**config.mk**
```make
export PLATFORM = sky130hd
export DESIGN_NAME = pc_fetch_unit
export DESIGN_NICKNAME = d
export VERILOG_FILES = /design/src/rtl/pc_fetch_unit.sv
export SDC_FILE = /design/constraint.sdc
export NUM_CORES = 1
export LEC_CHECK = 0
export BUFFER_PORTS_ARGS = -buffer_cell sky130_fd_sc_hd__buf_2
export CAP_MARGIN = 20
export CELL_PAD_IN_SITES_DETAIL_PLACEMENT = 0
export CELL_PAD_IN_SITES_GLOBAL_PLACEMENT = 1
export CORE_MARGIN = 10
export CORE_UTILIZATION = 39
export CTS_CLUSTER_DIAMETER = 50
export DETAILED_ROUTE_END_ITERATION = 7
export GPL_TIMING_DRIVEN = 0
export PLACE_DENSITY = 0.91
export REMOVE_ABC_BUFFERS = 1
export SLEW_MARGIN = 20
export SYNTH_ARGS = -nofsm -noshare
export SYNTH_HDL_FRONTEND = slang
export SYNTH_SLANG_ARGS = --single-unit
export TNS_END_PERCENT = 5
```
**constraint.sdc**
```tcl
create_clock -name clk_i -period 4.4 [get_ports clk_i]
set_input_delay 0.66 -clock clk_i [delete_from_list [all_inputs] [get_ports clk_i]]
set_output_delay 0.66 -clock clk_i [all_outputs]
set_load 0.1 [all_outputs]
```
**src/rtl/pc_fetch_unit.sv**
```systemverilog
// Program counter and fetch stage: drives the instruction-memory address, registers the
// returned word for decode, and handles stall, redirect, end-of-memory halt and misalignment.
module pc_fetch_unit #(
  parameter logic [31:0] RESET_PC   = 32'h0000_0000,
  parameter int          IMEM_WORDS = 32
) (
  input  logic        clk_i,
  input  logic        rst_i,
  input  logic        stall_i,
  input  logic        branch_i,
  input  logic [31:0] branch_offset_i,
  input  logic        jump_i,
  input  logic [25:0] jump_index_i,
  input  logic        jr_i,
  input  logic [31:0] jr_target_i,
  output logic [31:0] imem_addr_o,
  input  logic [31:0] imem_instr_i,
  output logic [31:0] instr_o,
  output logic [31:0] pc_o,
  output logic [31:0] pc_plus4_o,
  output logic        valid_o,
  output logic        halt_o,
  output logic        misalign_o,
  output logic [31:0] fetch_count_o
);

  localparam logic [1:0]  S_RUN      = 2'd0;
  localparam logic [1:0]  S_HALT     = 2'd1;
  localparam logic [1:0]  S_FAULT    = 2'd2;
  localparam logic [31:0] IMEM_BYTES = 32'(IMEM_WORDS * 4);
  localparam logic [31:0] COUNT_MAX  = 32'hFFFF_FFFF;

  logic [1:0]  state_q, state_d;
  logic [31:0] pc_q, pc_d;
  logic [31:0] instr_q, instr_d;
  logic [31:0] fetch_pc_q, fetch_pc_d;
  logic [31:0] pc_plus4_q, pc_plus4_d;
  logic        valid_q, valid_d;
  logic        halt_q, halt_d;
  logic        misalign_q, misalign_d;
  logic [31:0] count_q, count_d;

  logic        redirect_req;
  logic [31:0] target;

  assign redirect_req = jr_i | jump_i | branch_i;

  // Only the highest-priority redirect source forms the target, so only it is alignment-checked.
  always_comb begin
    if (jr_i)        target = jr_target_i;
    else if (jump_i) target = {pc_plus4_q[31:28], jump_index_i, 2'b00};
    else             target = pc_plus4_q + (branch_offset_i << 2);
  end

  always_comb begin
    // NOTE: every next-state signal gets a hold default first, so no path leaves one unassigned and no latch is inferred.
    state_d    = state_q;
    pc_d       = pc_q;
    instr_d    = instr_q;
    fetch_pc_d = fetch_pc_q;
    pc_plus4_d = pc_plus4_q;
    valid_d    = valid_q;
    halt_d     = halt_q;
    misalign_d = misalign_q;
    count_d    = count_q;

    if (state_q == S_RUN && !stall_i) begin
      if (valid_q && redirect_req) begin
        if (target[1:0] != 2'b00) begin
          state_d    = S_FAULT;
          misalign_d = 1'b1;
          valid_d    = 1'b0;
        end else begin
          pc_d    = target;
          instr_d = '0;
          valid_d = 1'b0;
        end
      end else if (pc_q >= IMEM_BYTES) begin
        state_d = S_HALT;
        halt_d  = 1'b1;
        valid_d = 1'b0;
      end else begin
        instr_d    = imem_instr_i;
        fetch_pc_d = pc_q;
        pc_plus4_d = pc_q + 32'd4;
        valid_d    = 1'b1;
        pc_d       = pc_q + 32'd4;
        count_d    = (count_q == COUNT_MAX) ? count_q : count_q + 32'd1;
      end
    end
  end

  // NOTE: state flops use non-blocking assignments so every flop samples pre-edge values.
  always_ff @(posedge clk_i) begin
    // NOTE: reset is synchronous here, so it is just the highest-priority branch of the edge-triggered block.
    if (rst_i) begin
      state_q    <= S_RUN;
      pc_q       <= RESET_PC;
      instr_q    <= '0;
      fetch_pc_q <= '0;
      pc_plus4_q <= '0;
      valid_q    <= 1'b0;
      halt_q     <= 1'b0;
      misalign_q <= 1'b0;
      count_q    <= '0;
    end else begin
      state_q    <= state_d;
      pc_q       <= pc_d;
      instr_q    <= instr_d;
      fetch_pc_q <= fetch_pc_d;
      pc_plus4_q <= pc_plus4_d;
      valid_q    <= valid_d;
      halt_q     <= halt_d;
      misalign_q <= misalign_d;
      count_q    <= count_d;
    end
  end

  assign imem_addr_o   = pc_q;
  assign instr_o       = instr_q;
  assign pc_o          = fetch_pc_q;
  assign pc_plus4_o    = pc_plus4_q;
  assign valid_o       = valid_q;
  assign halt_o        = halt_q;
  assign misalign_o    = misalign_q;
  assign fetch_count_o = count_q;

endmodule

```
==> run metrics <==
status=complete, no violations; R2R cell count=10; H-tree depth=4; CP startpoint=jump_i; pwr dens=between 500 and 600 nW/um^2; CP endpoint kind=register; Hold Buf Count CTS=0; achievable frequency=0.271 GHz; Skew-Pair Late Insertion Delay=0.43 ns; sequential share of the synthesized area=0.408; clock buffer count from CTS=17; Synth Instances=970; final hold vios=0; Hold Path Class=register to register; worst vdd ir=0.000288 V; WL per Instance=roughly 18 um; Ports=291; Fill cells=1981; multi-input combinational cell area=~4400 um^2; Post-CTS Resized=0; Post-route DRC=0; Final Max Slew Viols=0; post-route ant nets=0; root buffer cell=clkbuf_16; Arr. time, crit path=4.06 ns; Remaining Overflow, GRT=0; die outline area=26600 um^2; Layout area overhead=28.9%; post-synth cell types=61; DP HPWL=20800 um; final core occ=0.511; Synth async-reset ratio=0; Initial Util=0.396; Clock Sinks=about 160; Setup TNS Final=0 ns; Max Cap Violations=0; register area=approximately 3300 um^2; number of buffers inserted by port buffering=approximately 290; number of synthesized flops with an enable pin=0; largest net degree at the start of global routing=55; mean post-synth cell area=~8.2 um^2; first-pass GRT wire length=between 40000 and 50000 um; Core ar.=20200 um^2; WP data required=approximately 4.8 ns; Clock Skews=0.0139 ns; Vias/cell=5.27; r2r setup slk=0.73 ns; leakage power=4.83 nW; Bufs on Longest Clock Path=2; overall routed net length=27100 um; Total Power=5.84 mW; Final Cycle Share=0.838; Setup Crit Path Kind=input pin to register; postcts setup bufs=0; unrepaired setup endpoints after global routing=false; WHS=0.455 ns; final worst path period need=3.69 ns; CTS tree=yes; Rel. slew slack=0.275; Final Wtd Congestion=0.871; Post-synth top cells=dfxtp_1 (163), nand2_1 (111), a21oi_1 (94); layout cells sized above 1=0.274; Setup Viol. Count Final=0; area leader, netlist=dfxtp_1; layout net count=1387; Yosys top cell area share=0.408; Slew @ Worst Pin=around 1.1 ns; initial antenna violation count=6; most frequent cell after synthesis=dfxtp_1; Cell Area, Synth=7990 um^2; ys flop type=dfxtp_1; clock-pin transition on the worst setup and hold timing paths=~0.070 ns; synth top area cells=dfxtp_1 (41%), a21oi_1 (5.9%), nand2_1 (5.2%); Die Span Y=163 um; register bit count reported by yosys=163; Row Count=52; Critical Path Sink=imem_addr_o[12]$_SDFFE_PP0P_; Starting DRT DRC Count=460; Crit Path Max Fanout=49; CP Launch Type=input pin; vias=approximately 8000; Tot GR Track Use=0.194; Ys Warns=0; chip width=~160 um; vias in the first global route=7588; Initial DRT Pass Iterations=6; reg2reg start=imem_addr_o[26]$_SDFFE_PP0P_; reg2reg end=fetch_count_o[12]$_SDFFE_PP0P_
## final cells by class
cell class | instances | share of cell area
well taps | 270 | 0.0328
diodes | 4 | 0.000972
repair buffers | 298 | 0.154
clock inverters | 15 | 0.0154
flip-flops and latches | 163 | 0.317
multi-input cells | 726 | 0.431
clock buffers | 17 | 0.0413
inverters | 20 | 0.00729
## metal layers
metal / up-vias / global-route usage / routed length (um)
met5: - / 0 / 13
met4: 2 / 0.0791 / 771
met3: 47 / 0.0632 / 2330
met2: 285 / 0.301 / 12200
met1: 3661 / 0.244 / 11800
li1: 3973 / - / -
## report_power, final
group / internal (mW) / switching [mW]
logic: 0.556 / 2.05
clock network: 0.761 / 0.707
registers: 1.65 / 0.121
## worst max-delay path, stage by stage
cell and delay [ns]:
buf_2 0.73, o31ai_2 0.34, nor2_1 0.28, nand2b_2 0.26
nor2_1 0.82, nand2_1 0.29, or4_1 0.59, nand2_1 0.06
## sequential cells by signal, summed over array words and instances (netlist names)
register and flops:
pc_o 32, imem_addr_o 32, valid_o 1, halt_o 1, instr_o 32, state_q 2
fetch_count_o 32, misalign_o 1, pc_plus4_o 30
## kinds of logic (layout without fill, tap and decap cells)
family | Yosys count | in the layout | share of synthesized area
multiplexers | 11 | 11 | 0.0139
buffers and inverters | 81 | 350 | 0.0391
other | 0 | 4 | 0
flip-flops | 163 | 163 | 0.408
XOR/XNOR | 44 | 44 | 0.0482
adder cells (fa/ha/maj) | 33 | 33 | 0.0526
AO/OA/AOI/OAI | 259 | 259 | 0.202
AND/OR/NAND/NOR | 379 | 379 | 0.236
## worst min path at each step
stage / slack [ns] / cells past startpoint / from / endpoint
2_1_floorplan: 0.42 / 2 / state_q[0]$_SDFFE_PP0P_ / state_q[0]$_SDFFE_PP0P_
3_3_place_gp: 0.43 / 2 / halt_o$_SDFFE_PP0P_ / halt_o$_SDFFE_PP0P_
3_5_place_dp: 0.44 / 2 / state_q[0]$_SDFFE_PP0P_ / state_q[0]$_SDFFE_PP0P_
4_1_cts: 0.44 / 3 / imem_instr_i[7] / instr_o[7]$_SDFFE_PP0P_
5_1_grt: 0.45 / 3 / imem_instr_i[29] / instr_o[29]$_SDFFE_PP0P_
6_report: 0.46 / 1 / pc_o[7]$_SDFFE_PP0P_ / pc_o[7]$_SDFFE_PP0P_
## through the flow
stage               instance area, um^2  setup WS [ns]  instances
CTS                               10300          0.706       1509
global route                      10300          0.391       1510
detailed placement                 9710          0.281       1477
finish                            10300          0.711       1513
floorplan                          7750          0.251        909
global placement                   9530          -2.10       1467
## cells in the final DEF (no fill, tap or decap), types with 17 or more instances in the layout
master	count
dfxtp_1	163
buf_2	287
a21o_1	20
ha_1	32
o21ai_0	60
clkbuf_16	17
nor2_1	68
xnor2_1	26
and2_1	54
inv_1	20
nand3_1	51
a21oi_1	94
nand2_1	110
and3_1	18
xor2_1	18
Power figures use the tool's default switching activity.
